`config.mk`:
```
export PLATFORM = sky130hd
export DESIGN_NAME = receiver_uart
export DESIGN_NICKNAME = d
export VERILOG_FILES = /design/src/rtl/receiver_uart.sv
export SDC_FILE = /design/constraint.sdc
export NUM_CORES = 1
export LEC_CHECK = 0
export CAP_MARGIN = 25
export CORE_UTILIZATION = 60
export DETAILED_ROUTE_END_ITERATION = 10
export DONT_BUFFER_PORTS = 1
export PLACE_DENSITY = 0.76
export RECOVER_POWER = 100
export SLEW_MARGIN = 40
export SYNTH_ARGS = -nofsm -noshare
export SYNTH_HDL_FRONTEND = slang
export SYNTH_SLANG_ARGS = --single-unit
```
`constraint.sdc`:
```
create_clock -name clk -period 4.8 [get_ports clk]
set_input_delay 0.96 -clock clk [delete_from_list [all_inputs] [get_ports clk]]
set_output_delay 0.96 -clock clk [all_outputs]
set_load 0.01 [all_outputs]
```
`src/rtl/receiver_uart.sv`:
```
// 8N1 UART receiver with a small first-word-fall-through byte FIFO.
// Feeds the memory-mapped IO read path; CPU pops bytes via i_pop.
module receiver_uart #(
  parameter int clk_freq_hz = 12000000,
  parameter int baud_rate   = 115200,
  parameter int fifo_depth  = 4
) (
  input  logic                          clk,
  input  logic                          rstn,
  input  logic                          i_rx,
  input  logic                          i_pop,
  input  logic                          i_clr_err,
  output logic [7:0]                    o_data,
  output logic                          o_valid,
  output logic [$clog2(fifo_depth):0]   o_count,
  output logic                          o_overrun,
  output logic                          o_frame_err
);

  localparam int DIV  = clk_freq_hz / baud_rate;
  localparam int HALF = DIV / 2;
  localparam int CW   = $clog2(DIV + 1);
  localparam int PW   = $clog2(fifo_depth);
  localparam int NW   = PW + 1;

  typedef enum logic [1:0] {
    S_IDLE,
    S_START,
    S_DATA,
    S_STOP
  } state_t;

  logic          rx_s1;
  logic          rx_s2;
  logic          rx_d;
  logic [2:0]    warm;
  logic          fall;

  state_t        state;
  state_t        state_n;
  logic [CW-1:0] cnt;
  logic [CW-1:0] cnt_n;
  logic [2:0]    idx;
  logic [2:0]    idx_n;
  logic [7:0]    sh;
  logic [7:0]    sh_n;
  logic          push;
  logic          ferr_set;

  logic [7:0]    mem [fifo_depth];
  logic [PW-1:0] wr_ptr;
  logic [PW-1:0] rd_ptr;
  logic [NW-1:0] count;
  logic          full;
  logic          empty;
  logic          do_pop;
  logic          do_push;
  logic          ovr_set;

  always_ff @(posedge clk or negedge rstn) begin
    if (!rstn) begin
      rx_s1 <= 1'b1;
      rx_s2 <= 1'b1;
      rx_d  <= 1'b1;
      warm  <= '0;
    end else begin
      rx_s1 <= i_rx;
      rx_s2 <= rx_s1;
      rx_d  <= rx_s2;
      warm  <= {warm[1:0], 1'b1};
    end
  end

  // Only trust an edge once rx_d holds a real line sample, so a line
  // still low after reset release is never mistaken for a start bit.
  assign fall = warm[2] & rx_d & ~rx_s2;

  always_ff @(posedge clk or negedge rstn) begin
    if (!rstn) begin
      state <= S_IDLE;
      cnt   <= '0;
      idx   <= '0;
      sh    <= '0;
    end else begin
      state <= state_n;
      cnt   <= cnt_n;
      idx   <= idx_n;
      sh    <= sh_n;
    end
  end

  always_comb begin
    state_n  = state;
    cnt_n    = cnt;
    idx_n    = idx;
    sh_n     = sh;
    push     = 1'b0;
    ferr_set = 1'b0;
    unique case (state)
      S_IDLE: begin
        if (fall) begin
          state_n = S_START;
          cnt_n   = '0;
        end
      end
      S_START: begin
        if (cnt == CW'(HALF - 1)) begin
          cnt_n = '0;
          if (rx_s2) begin
            state_n = S_IDLE;
          end else begin
            state_n = S_DATA;
            idx_n   = '0;
          end
        end else begin
          cnt_n = cnt + 1'b1;
        end
      end
      S_DATA: begin
        if (cnt == CW'(DIV - 1)) begin
          cnt_n = '0;
          sh_n  = {rx_s2, sh[7:1]};
          if (idx == 3'd7) begin
            state_n = S_STOP;
          end else begin
            idx_n = idx + 1'b1;
          end
        end else begin
          cnt_n = cnt + 1'b1;
        end
      end
      S_STOP: begin
        if (cnt == CW'(DIV - 1)) begin
          cnt_n   = '0;
          state_n = S_IDLE;
          if (rx_s2) begin
            push = 1'b1;
          end else begin
            ferr_set = 1'b1;
          end
        end else begin
          cnt_n = cnt + 1'b1;
        end
      end
      default: state_n = S_IDLE;
    endcase
  end

  assign empty   = (count == '0);
  assign full    = (count == NW'(fifo_depth));
  assign do_pop  = i_pop & ~empty;
  assign do_push = push & (~full | do_pop);
  assign ovr_set = push & full & ~do_pop;

  always_ff @(posedge clk or negedge rstn) begin
    if (!rstn) begin
      for (int i = 0; i < fifo_depth; i++) begin
        mem[i] <= '0;
      end
      wr_ptr <= '0;
      rd_ptr <= '0;
      count  <= '0;
    end else begin
      if (do_push) begin
        mem[wr_ptr] <= sh;
        wr_ptr      <= wr_ptr + 1'b1;
      end
      if (do_pop) begin
        rd_ptr <= rd_ptr + 1'b1;
      end
      unique case ({do_push, do_pop})
        2'b10:   count <= count + 1'b1;
        2'b01:   count <= count - 1'b1;
        default: count <= count;
      endcase
    end
  end

  always_ff @(posedge clk or negedge rstn) begin
    if (!rstn) begin
      o_overrun   <= 1'b0;
      o_frame_err <= 1'b0;
    end else begin
      if (ovr_set) begin
        o_overrun <= 1'b1;
      end else if (i_clr_err) begin
        o_overrun <= 1'b0;
      end
      if (ferr_set) begin
        o_frame_err <= 1'b1;
      end else if (i_clr_err) begin
        o_frame_err <= 1'b0;
      end
    end
  end

  assign o_valid = ~empty;
  assign o_data  = empty ? 8'h00 : mem[rd_ptr];
  assign o_count = count;

endmodule
```
Word-level counts from Yosys, hierarchy flattened
Index checks and enable logic that the tools add are counted.
{ "word_totals": {"regBits": 67, "out_inout_bits": 14, "inputBits": 5, "word_cells": 99} }
{ "op_classes": {"bitwise_logic": 13, "n_reduce_logical": 11, "n_mux": 33, "order_cmp": 3, "n_addsub": 6, "n_eq_ne": 16} }
{ "op_table": {"columns": ["operator", "count"], "rows": [
  ["32-bit bitwise mux", 1],
  ["8-bit 2-to-1 mux", 4],
  ["7-bit 2-to-1 mux", 3],
  ["7-bit case mux with 3 select lines", 1],
  ["8-bit binary-select mux with 2-bit select", 1],
  ["8-bit demux with 2-bit select", 1],
  ["2-bit != test, second input constant", 7],
  ["2-bit 2-to-1 mux", 6],
  ["3-bit 2-to-1 mux", 4],
  ["3-bit case mux with 2 select lines", 2],
  ["5-bit AND reduction", 2],
  ["1-bit 2-to-1 mux", 9],
  ["2-bit case mux with 4 select lines", 1],
  ["2-bit nonzero test", 4],
  ["7-bit by 1-bit adder with 7-bit output, second input constant", 1],
  ["7-bit by 6-bit equality test with 1-bit output, second input constant", 1],
  ["7-bit equality test, second input constant", 1],
  ["3-bit by 1-bit adder with 3-bit output, second input constant", 2],
  ["1-bit bitwise AND", 6],
  ["2-bit equality test, second input constant", 3],
  ["3-bit equality test, second input constant", 2],
  ["3-bit greater-or-equal comparator, second input constant", 2],
  ["2-bit NOT with 3-bit output", 2],
  ["2-bit by 1-bit adder with 2-bit output, second input constant", 2],
  ["other kinds (10)", 14]
]} }

Logic depth before layout (Yosys ltp)
Gate-level depths: netlist of the first run.
{ "depth": {"ltp_word": 7, "ltp_mapped": 9, "ltp_nobuf": 9} }

Least setup slack after synthesis of the first run
No wires, ideal clock.
{ "synth_path": {"path_kind": "register to output", "from": "register rd_ptr[0]", "to": "output o_data[0]", "arrival_time_ps": 1530, "stages_incl_launch_ff": 4, "t_required_ps": 3840, "path_buffers": 1, "path_slack_ps": 2310, "path_cell_list": "dfrtp_1 -> clkbuf_1 -> mux4_2 -> and2_1"} }
{ "synth_between": {"elab_chain_cells": 5} }
{ "synth_rtl": {"columns": ["item", "line", "source"], "rows": [
  ["start, declared", "52", "logic [PW-1:0] rd_ptr;"],
  ["start signal, assigned", "169", "rd_ptr <= rd_ptr + 1'b1;"],
  ["2-bit NOT with 3-bit output (implied by the code)", "198", "assign o_data = empty ? 8'h00 : mem[rd_ptr];"],
  ["8-bit binary-select mux with 2-bit select", "198", null],
  ["8-bit 2-to-1 mux (implied by the code) (2 in series)", "198", null],
  ["8-bit 2-to-1 mux", "198", null],
  ["end, declared", "13", "output logic [7:0] o_data,"]
]} }
Every way passes these cells. The select of a mux whose other input is x is not followed.

Worst setup path in the final report of the first run
{ "layout_path": {"from": "register cnt[0]", "to": "register mem[0] (netlist bit)"} }
{ "layout_between": {"elab_chain_cells": 4} }
{ "layout_rtl": {"columns": ["item", "line", "source"], "rows": [
  ["start, declared", "41", "logic [CW-1:0] cnt;"],
  ["start signal, assigned", "86", "cnt <= cnt_n;"],
  ["7-bit equality test", "133", "if (cnt == CW'(DIV - 1)) begin"],
  ["1-bit 2-to-1 mux", "133", null],
  ["1-bit 2-to-1 mux", "99", "unique case (state)"],
  ["1-bit bitwise AND", "152", "assign do_push = push & (~full | do_pop);"],
  ["end signal, assigned by index", "165", "mem[wr_ptr] <= sh;"],
  ["end, declared", "50", "logic [7:0] mem [fifo_depth];"]
]} }
Every way passes these cells.
A chain may end at the register's enable or synchronous reset.

==> flow_metrics.tcl, run 1 <==
set metrics [dict create \
    min_period_over_period_pct 74.4 \
    hold_path_class "primary input to asynchronous set/reset pin" \
    postLayoutSetupSlackWorst_ns 1.23 \
    status "complete, but fails checks" \
    antenna_cells 0 \
    cts_made_buffers 9 \
    synthAdderAreaFrac_pct 3.35 \
    async_flop_share_pct 100 \
    power_leakage_nw 1.63 \
    cp.arrival_ns 3.79 \
    synth_nets 257 \
    cts_tree "yes" \
    syn_to_final_growth_pct 7.28 \
    routed_wl_um 5500 \
    ir_drop_uv 191 \
    maxCapViolCount 2 \
    required_ns 5.02 \
    pin_count 19 \
    rrSetupSlack_ns 1.23 \
    ant_nets 0 \
    finalSetupViolations 0 \
    final_common_cell "dfrtp_1" \
    drt_first_pass_iters 4 \
    antenna_found_initial 0 \
    synth_ff_type "dfrtp_1" \
    first_iter_violations 68 \
    ys_types 53 \
    synth_compound_area_share_pct 7.25 \
    cts_root_buf "clkbuf_8" \
    path_class "flip-flop to flip-flop" \
    clkSlewWorstSetupHoldPaths_ns 0.07 \
    initial_core_util_pct 62.5 \
    ys_top_cells_by_area "dfrtp_1, mux2_2, mux4_2, ha_1, dfstp_2" \
    synth_top_family_by_area "multiplexers" \
    placed_area_um2 3270 \
    muxShareOfSynthArea_pct 20.3 \
    startpoint_type "flip-flop" \
    power_density_nw_per_um2 414 \
    cts_sinks 67 \
    violations "max-capacitance violations, max-slew violations" \
    io_buffers 0 \
    pre_cts_slack_ns 1.98 \
    die_x_um 75.2 \
    gp_congestion 0.878 \
    setup-tns-final_ns 0 \
    mappedNetlistArea_um2 3210 \
    slew_violations 18 \
    nets 259 \
    grt.total_usage_pct 21.8 \
    yosys.area.top_type_share_pct 49.9 \
    fin_skew_ns 0.00995 \
    grt_max_degree 68 \
    final_hold_viol_count 0 \
    worst_slew_pin_slew_ns 2.26 \
    fin_area_um2 3450 \
    hold_buffers 0 \
    syn_inst 244 \
    max_freq_mhz 280 \
    vias 1924 \
    yosys.area_share.simple_pct 13.1 \
    drive_gt1_share_pct 28.7 \
    die_height_um 75.2 \
    fp.coreArea_um2 5140 \
    yosys_register_bits 67 \
    worst_setup_path_end_kind "flip-flop" \
    gr-total-overflow 0 \
    vias_per_cell 5.99 \
    syn_area_per_cell_um2 13.2 \
    maxSlewHeadroom_pct -52.1 \
    drc 0 \
    final_cell_mix "dfrtp_1, mux2_2, nand2_1, clkbuf_8, nor2_1" \
    worst-path-max-fanout 8 \
    insertion_delay_ns 0.34 \
    die_area_um2 5650 \
    clock_path_buffers 2 \
    rows 26 \
    synth_edf_count 0 \
    fin_crit_ns 3.57 \
    holdWs_ns 0.318 \
    cts_resized 0 \
    hpwl_um 3540 \
    htree_num_levels 3 \
    postCtsSetupRepairBufs 0 \
    grt_first_pass_wirelength_um 8660 \
    yosysTopAreaCell "dfrtp_1" \
    ys_warn_count 0 \
    wire_per_inst_um 17.1 \
    utilization_pct 67.0 \
    grt_pass1_vias 1791 \
    rsz0062_at_grt "false" \
    synthXorXnorAreaFrac_pct 1.64 \
    synth-seq-area-share_pct 52.3 \
]
## final cells by class
cell class / count / area, um^2
well taps: 70 / 87.6
fillers: 397 / 1690
clock inverters: 4 / 72.6
flip-flops and latches: 67 / 1680
inverters: 6 / 22.5
multi-input cells: 162 / 1430
clock buffers: 12 / 155
## state kept, by name, indices dropped and copies added, names as in the netlist, named ones only
signal and flops:
rx_d 1, rd_ptr 2, o_count 3, rx_s2 1
idx 3, wr_ptr 2, cnt 7, rx_s1 1
mem 32, o_frame_err 1, sh 8, warm 3
o_overrun 1, state 1
## per-layer routing
metal	wire, um	GRT usage [%]	vias to the layer above
met5	0	0	-
met4	110	11.7	0
met3	219	4.69	12
met2	2460	31.0	28
met1	2710	31.4	984
li1	-	-	900
## worst paths after layout
path	startpoint	end	depth (start not counted)
worst max-delay path	cnt[0]$_DFFE_PN0P_	mem[0]$_DFFE_PN0P_	5
worst min-delay path	rstn	o_count[0]$_DFFE_PN0P_	0
worst max register to register	cnt[0]$_DFFE_PN0P_	mem[0]$_DFFE_PN0P_	5
worst min register to register	warm[0]$_DFF_PN0_	warm[1]$_DFF_PN0_	0
max in group asynchronous	rstn	rx_s1$_DFF_PN1_	0
min in group clk	warm[0]$_DFF_PN0_	warm[1]$_DFF_PN0_	0
## worst max-delay path, cell delays in order, from the launching register on
cell	delay, ns
dfrtp_1	0.39
ha_1	0.25
nand4b_1	0.22
nor4_1	1.84
nand2_4	0.32
mux2_1	0.44
## where the power goes
part | internal [mW] | switching [mW]
Combinational | 0.104 | 0.0966
Sequential | 0.600 | 0.103
Clock | 0.320 | 0.204
## stage by stage
stage               std cells  power, mW
floorplan                 244      0.871
global placement          305      0.914
detailed placement        305      0.921
CTS                       321       1.45
global route              321       1.50
finish                    321       1.43
## cell families (layout without fill, tap and decap cells)
group,count (synthesis),after routing
AND/OR/NAND/NOR,64,64
XOR/XNOR,6,6
other,1,1
adder cells (fa/ha/maj),8,8
multiplexers,50,50
flip-flops,67,67
buffers and inverters,15,22
AO/OA/AOI/OAI,33,33
## cell usage after synthesis, types with 2 or more instances
master and instances:
dfrtp_1 64, mux4_2 8, nand3_1 5, dfstp_2 3, o31ai_1 2, o22ai_1 3, clkbuf_2 2, inv_1 6
nand2_4 4, nand2b_1 3, ha_1 7, a21oi_1 4, nor2_1 10, xnor2_1 5, a22o_1 3, o21ai_0 8
nor4b_1 2, nor3_1 3, mux2_2 41, and2_1 9, clkbuf_1 6, nand2_1 12, nor2b_1 3, o21a_1 2
Power figures use the tool's default switching activity.
==> inputs of run 2 (changes only) <==
ABC_AREA = 1   (was not set)
clock period = 3.66 ns   (was 4.8 ns; I/O delays follow)
==> run 2 against run 1 <==
Net effect: the flow now finishes without violations; via count increased by 19%; power up 49%; clock power is 22% higher; critical path depth fell by 2; sequential share of layout area rose by 2.6 points; first-iteration DRC count grew to 2.5 times the previous value; hold slack worse by 0.24 ns; area after synthesis down 2.3%; final area fell by 5.1%; non-clock buffer count stayed put; critical endpoint is now o_data[7]; largest cell class unchanged; largest power group unchanged; highest routed layer unchanged.
==> flow_metrics.tcl, run 2 <==
set metrics [dict create \
    fin_crit_ns 2.52 \
    final_common_cell "nand2_1" \
    fin_skew_ns 0.0108 \
    die_area_um2 5520 \
    drive_gt1_share_pct 6.13 \
    syn_to_final_growth_pct 4.27 \
    yosys.area_share.simple_pct 20.3 \
    yosys_register_bits 67 \
    top_register "mem" \
    syn_inst 353 \
    yosysTopAreaCell "dfrtp_1" \
    ir_drop_uv 512 \
    ys_top_cells_by_area "dfrtp_1, nand2_1, o21ai_0, nor2_1, inv_1" \
    ys_top_cells_by_count "nand2_1, dfrtp_1, nor2_1, inv_1, o21ai_0" \
    cts_resized 0 \
    grt.total_usage_pct 25.9 \
    pwr-share-clk_pct 30.1 \
    syn_area_per_cell_um2 8.89 \
    status "complete, no violations" \
    htree_num_levels 3 \
    die_height_um 74.3 \
    rows 25 \
    finalSetupViolations 0 \
    power_density_nw_per_um2 649 \
    power_frac_comb_pct 26.1 \
    nets 367 \
    synthXorXnorAreaFrac_pct 1.68 \
    setup-tns-final_ns 0 \
    cts_root_buf "clkbuf_8" \
    synth_nets 366 \
    mappedNetlistArea_um2 3140 \
    maxSlewHeadroom_pct 25.7 \
    final_cell_mix "nand2_1, dfrtp_1, o21ai_0, nor2_1, inv_1" \
    crit_path_end "o_data[7]" \
    first_iter_violations 171 \
    postLayoutSetupSlackWorst_ns 1.14 \
    power_leakage_nw 1.55 \
    worst_slew_pin_slew_ns 1.11 \
    grt_first_pass_wirelength_um 10300 \
    holdWs_ns 0.0759 \
    vias 2287 \
    synth_most_common_cell "nand2_1" \
    wire_per_inst_um 14.4 \
    ys_warn_count 0 \
    routed_wl_um 6130 \
    switchingPower_mw 0.772 \
    maxCapViolCount 0 \
    cts_made_buffers 9 \
    vias_per_cell 5.37 \
    worst-path-max-fanout 18 \
    r2r_cells 7 \
    synthAdderAreaFrac_pct 3.43 \
    grt_max_degree 68 \
    fp.coreArea_um2 4880 \
    worstReg2RegEnd "idx[0]$_DFFE_PN0P_" \
    p_total_mw 2.12 \
    muxShareOfSynthArea_pct 0 \
    pre_cts_slack_ns 1.54 \
    synth-seq-area-share_pct 53.6 \
    intPower_mw 1.35 \
    gp_congestion 0.840 \
    antenna_cells 0 \
    insertion_delay_ns 0.34 \
    swShare_pct 36.4 \
    top_regs "mem (32), sh (8), cnt (7)" \
    pin_count 19 \
    final_hold_viol_count 0 \
    cp.arrival_ns 1.79 \
    ant_nets 0 \
    max_freq_mhz 397 \
    postCtsSetupRepairBufs 0 \
    path_class "flip-flop to primary output" \
    grt_pass1_vias 2186 \
    hpwl_um 4190 \
    die_x_um 74.3 \
    worst_setup_path_end_kind "primary output" \
    ys_types 30 \
    r2r_start "cnt[0]$_DFFE_PN0P_" \
    startpoint_type "flip-flop" \
    clock_path_buffers 2 \
    synth_ff_type "dfrtp_1" \
    drc 0 \
    cp-startpoint "rd_ptr[0]$_DFFE_PN0P_" \
    synth_edf_count 0 \
    async_flop_share_pct 100 \
    synth_top_family_by_area "simple AND/OR/NAND/NOR gates" \
    synth_compound_area_share_pct 14.2 \
    rsz0062_at_grt "false" \
    gr-total-overflow 0 \
    cts_tree "yes" \
    utilization_pct 67.0 \
    rrSetupSlack_ns 1.15 \
    hold_path_class "primary input to asynchronous set/reset pin" \
    io_buffers 0 \
    min_period_over_period_pct 68.8 \
    clkSlewWorstSetupHoldPaths_ns 0.08 \
    yosys.area.top_type_share_pct 51.1 \
    required_ns 2.93 \
    largest_reg_flops 32 \
    cts_sinks 67 \
    antenna_found_initial 0 \
    slew_violations 0 \
    hold_buffers 0 \
    initial_core_util_pct 64.3 \
    seqPwrFrac_pct 43.9 \
    drt_first_pass_iters 4 \
]
## run 2: power groups by stage
| stage | registers (mW) | logic (mW) | clock network [mW] |
|---|---|---|---|
| 2_1_floorplan | 0.879 | 0.507 | 0 |
| 3_3_place_gp | 0.941 | 0.539 | 0 |
| 3_5_place_dp | 0.946 | 0.554 | 0 |
| 4_1_cts | 0.932 | 0.558 | 0.649 |
| 5_1_grt | 0.948 | 0.645 | 0.678 |
| 6_report | 0.931 | 0.553 | 0.638 |
## run 2: kinds of logic after synthesis
group	after synthesis
XOR/XNOR	6
AO/OA/AOI/OAI	81
other	1
AND/OR/NAND/NOR	143
adder cells (fa/ha/maj)	8
buffers and inverters	47
flip-flops	67
## run 2: through the flow
stage / std cells / cell area [um^2]
finish: 426 / 3270
floorplan: 353 / 3140
CTS: 426 / 3360
detailed placement: 410 / 3150
global route: 426 / 3270
global placement: 410 / 3150
## run 2: worst min-delay path by stage
stage | start | end | depth (start not counted)
3_5_place_dp | warm[0]$_DFF_PN0_ | warm[1]$_DFF_PN0_ | 0
6_report | rstn | cnt[6]$_DFFE_PN0P_ | 0
4_1_cts | rstn | cnt[6]$_DFFE_PN0P_ | 0
2_1_floorplan | warm[0]$_DFF_PN0_ | warm[1]$_DFF_PN0_ | 0
5_1_grt | rstn | cnt[6]$_DFFE_PN0P_ | 0
3_3_place_gp | warm[0]$_DFF_PN0_ | warm[1]$_DFF_PN0_ | 0
## run 2: per-layer routing
layer | wire (um) | track usage, % | share of wire, % | vias up
li1 | - | - | - | 1135
met2 | 2690 | 37.0 | 44 | 47
met5 | 0 | 0 | 0 | -
met1 | 3020 | 36.8 | 49 | 1087
met4 | 186 | 15.5 | 3.0 | 0
met3 | 236 | 5.15 | 3.9 | 18
## run 2: cell type report
class / instances / area [um^2]
Clock buffer: 11 / 151
Sequential cell: 67 / 1680
Clock inverter: 5 / 60.1
Tap cell: 67 / 83.8
Fill cell: 424 / 1610
Inverter: 37 / 139
Multi-Input combinational cell: 239 / 1160
## run 2: critical path, stage by stage (launching register included)
cell     delay, ns
dfrtp_1       0.57
inv_1         0.40
o21ai_0       0.15
a21oi_1       0.32
==> inputs of run 3 (changes only) <==
clock period = 2.6 ns   (was 3.66 ns; I/O delays follow)
==> run 3 against run 2 <==
Net effect: setup slack worse by 0.81 ns; largest cell class unchanged; cell count up 0.23%; sequential power rose by 40%; clock skew shrank 0.0011 ns; the run now ends with max-capacitance violations, max-slew violations left; power up 44%.
==> flow_metrics.tcl, run 3 (synthesis results as in run 2) <==
set metrics [dict create \
    path_class "flip-flop to primary output" \
    violations "max-capacitance violations, max-slew violations" \
    final_hold_viol_count 0 \
    rows 25 \
    ant_nets 0 \
    die_height_um 74.3 \
    p_total_mw 3.05 \
    crit_buf_inv 1 \
    clock_path_buffers 2 \
    cts_made_buffers 9 \
    multi_input_area_um2 1170 \
    drt_first_pass_iters 6 \
    vias 2309 \
    crit_chain "buf_4 -> nor2_1 -> nor2_1 -> o21ai_0 -> a21oi_1" \
    seqCellArea_um2 1680 \
    grt.total_usage_pct 26.1 \
    insertion_delay_ns 0.34 \
    slowest_delay_ns 0.66 \
    required_ns 2.08 \
    status "complete, but fails checks" \
    worstReg2RegEnd "o_count[2]$_DFFE_PN0P_" \
    die_area_um2 5520 \
    drive_gt1_share_pct 6.94 \
    hpwl_um 4030 \
    antenna_found_initial 0 \
    grt_max_degree 65 \
    pin_count 19 \
    routed_wl_um 6360 \
    maxSlewHeadroom_pct -3.95 \
    cp.depth 5 \
    cts_tree "yes" \
    cts_root_buf "clkbuf_8" \
    cts_sinks 67 \
    io_buffers 0 \
    startpoint_type "flip-flop" \
    maxCapViolCount 1 \
    cp_common_cell "nor2_1" \
    die_x_um 74.3 \
    r2r_cells 13 \
    worst_slew_pin_slew_ns 1.56 \
    initial_core_util_pct 64.3 \
    top_register "mem" \
    nets 370 \
    ir_drop_uv 555 \
    wire_per_inst_um 14.9 \
    cp-startpoint "rd_ptr[0]$_DFFE_PN0P_" \
    worst_setup_path_end_kind "primary output" \
    fp.coreArea_um2 4880 \
    gr-total-overflow 0 \
    worst_path_max_delay_cell "dfrtp_1" \
    finalSetupViolations 0 \
    fin_skew_ns 0.00970 \
    antenna_cells 0 \
    vias_per_cell 5.41 \
    largest_reg_flops 32 \
    num-fill-cells 408 \
    setup-tns-final_ns 0 \
    min_period_over_period_pct 87.2 \
    crit_path_end "o_data[0]" \
    htree_num_levels 3 \
    slew_violations 65 \
    max_freq_mhz 441 \
    rsz0062_at_grt "false" \
    syn_to_final_growth_pct 5.03 \
    grt_first_pass_wirelength_um 10500 \
    hold_path_class "primary input to asynchronous set/reset pin" \
    cpLargestDelayFamily "flip-flops" \
    final_cell_mix "nand2_1, dfrtp_1, o21ai_0, nor2_1, inv_1" \
    clkSlewWorstSetupHoldPaths_ns 0.06 \
    r2r_start "cnt[0]$_DFFE_PN0P_" \
    worst-path-max-fanout 13 \
    holdWs_ns 0.0273 \
    first_iter_violations 147 \
    power_density_nw_per_um2 926 \
    gp_congestion 0.779 \
    postCtsSetupRepairBufs 0 \
    top_regs "mem (32), sh (8), cnt (7)" \
    rrSetupSlack_ns 0.37 \
    final_common_cell "nand2_1" \
    cp.arrival_ns 1.75 \
    fin_crit_ns 2.27 \
    drc 0 \
    power_leakage_nw 1.56 \
    grt_pass1_vias 2214 \
]
## run 3: how the worst min path moves through the flow
stage | start | end | cells after the start
after floorplan | rstn | asynchronous set/reset pin | 0
after global placement | rstn | cnt[5]$_DFFE_PN0P_ | 0
after detailed placement | rstn | cnt[4]$_DFFE_PN0P_ | 0
after CTS | rstn | rx_s2$_DFF_PN1_ | 0
after global routing | rstn | rx_d$_DFF_PN1_ | 0
final | rstn | rx_d$_DFF_PN1_ | 0
## run 3: worst reg2reg max path: cells and delay by family, from the launching register on
family,cells,cell delay [ns]
adders and majority gates,2,0.63
DFF,1,0.39
buffers and inverters,3,0.17
and+or+nand+nor,8,0.94
## run 3: report_power, final
| group | switching (mW) | leakage, nW | internal [mW] |
|---|---|---|---|
| Clock | 0.371 | 0.104 | 0.510 |
| Combinational | 0.590 | 0.566 | 0.284 |
| Sequential | 0.158 | 0.894 | 1.14 |
## run 3: metrics by stage
step / setup slack, ns / cells / utilization, % / area, um^2
after detailed placement: 0.593 / 412 / 64.8 / 3160
after CTS: 0.329 / 427 / 69.5 / 3390
after floorplan: 0.742 / 353 / - / 3140
after global placement: 0.654 / 412 / 64.8 / 3160
final: 0.332 / 427 / 67.5 / 3290
after global routing: 0.135 / 427 / 67.5 / 3290
## run 3: timing repair
action	in CTS	in global routing
endpoints found under the hold margin	64	0
resized for setup	0	0
hold buffers	1	0
## run 3: area by class of cell
cell class              count  area share (%)
clock buffers              12            5.01
clock inverters             2            1.06
inverters                  37            4.22
multi-input cells         239            35.5
flip-flops and latches     67            51.0
well taps                  67            2.54
repair buffers              3           0.608
## run 3: routing by layer
metal	GRT usage (%)	vias to the layer above	part of all wire [%]
met2	41.4	51	47
met5	0	-	0
met3	5.96	7	4.0
met4	8.81	0	1.1
met1	35.7	1117	48
li1	-	1134	-
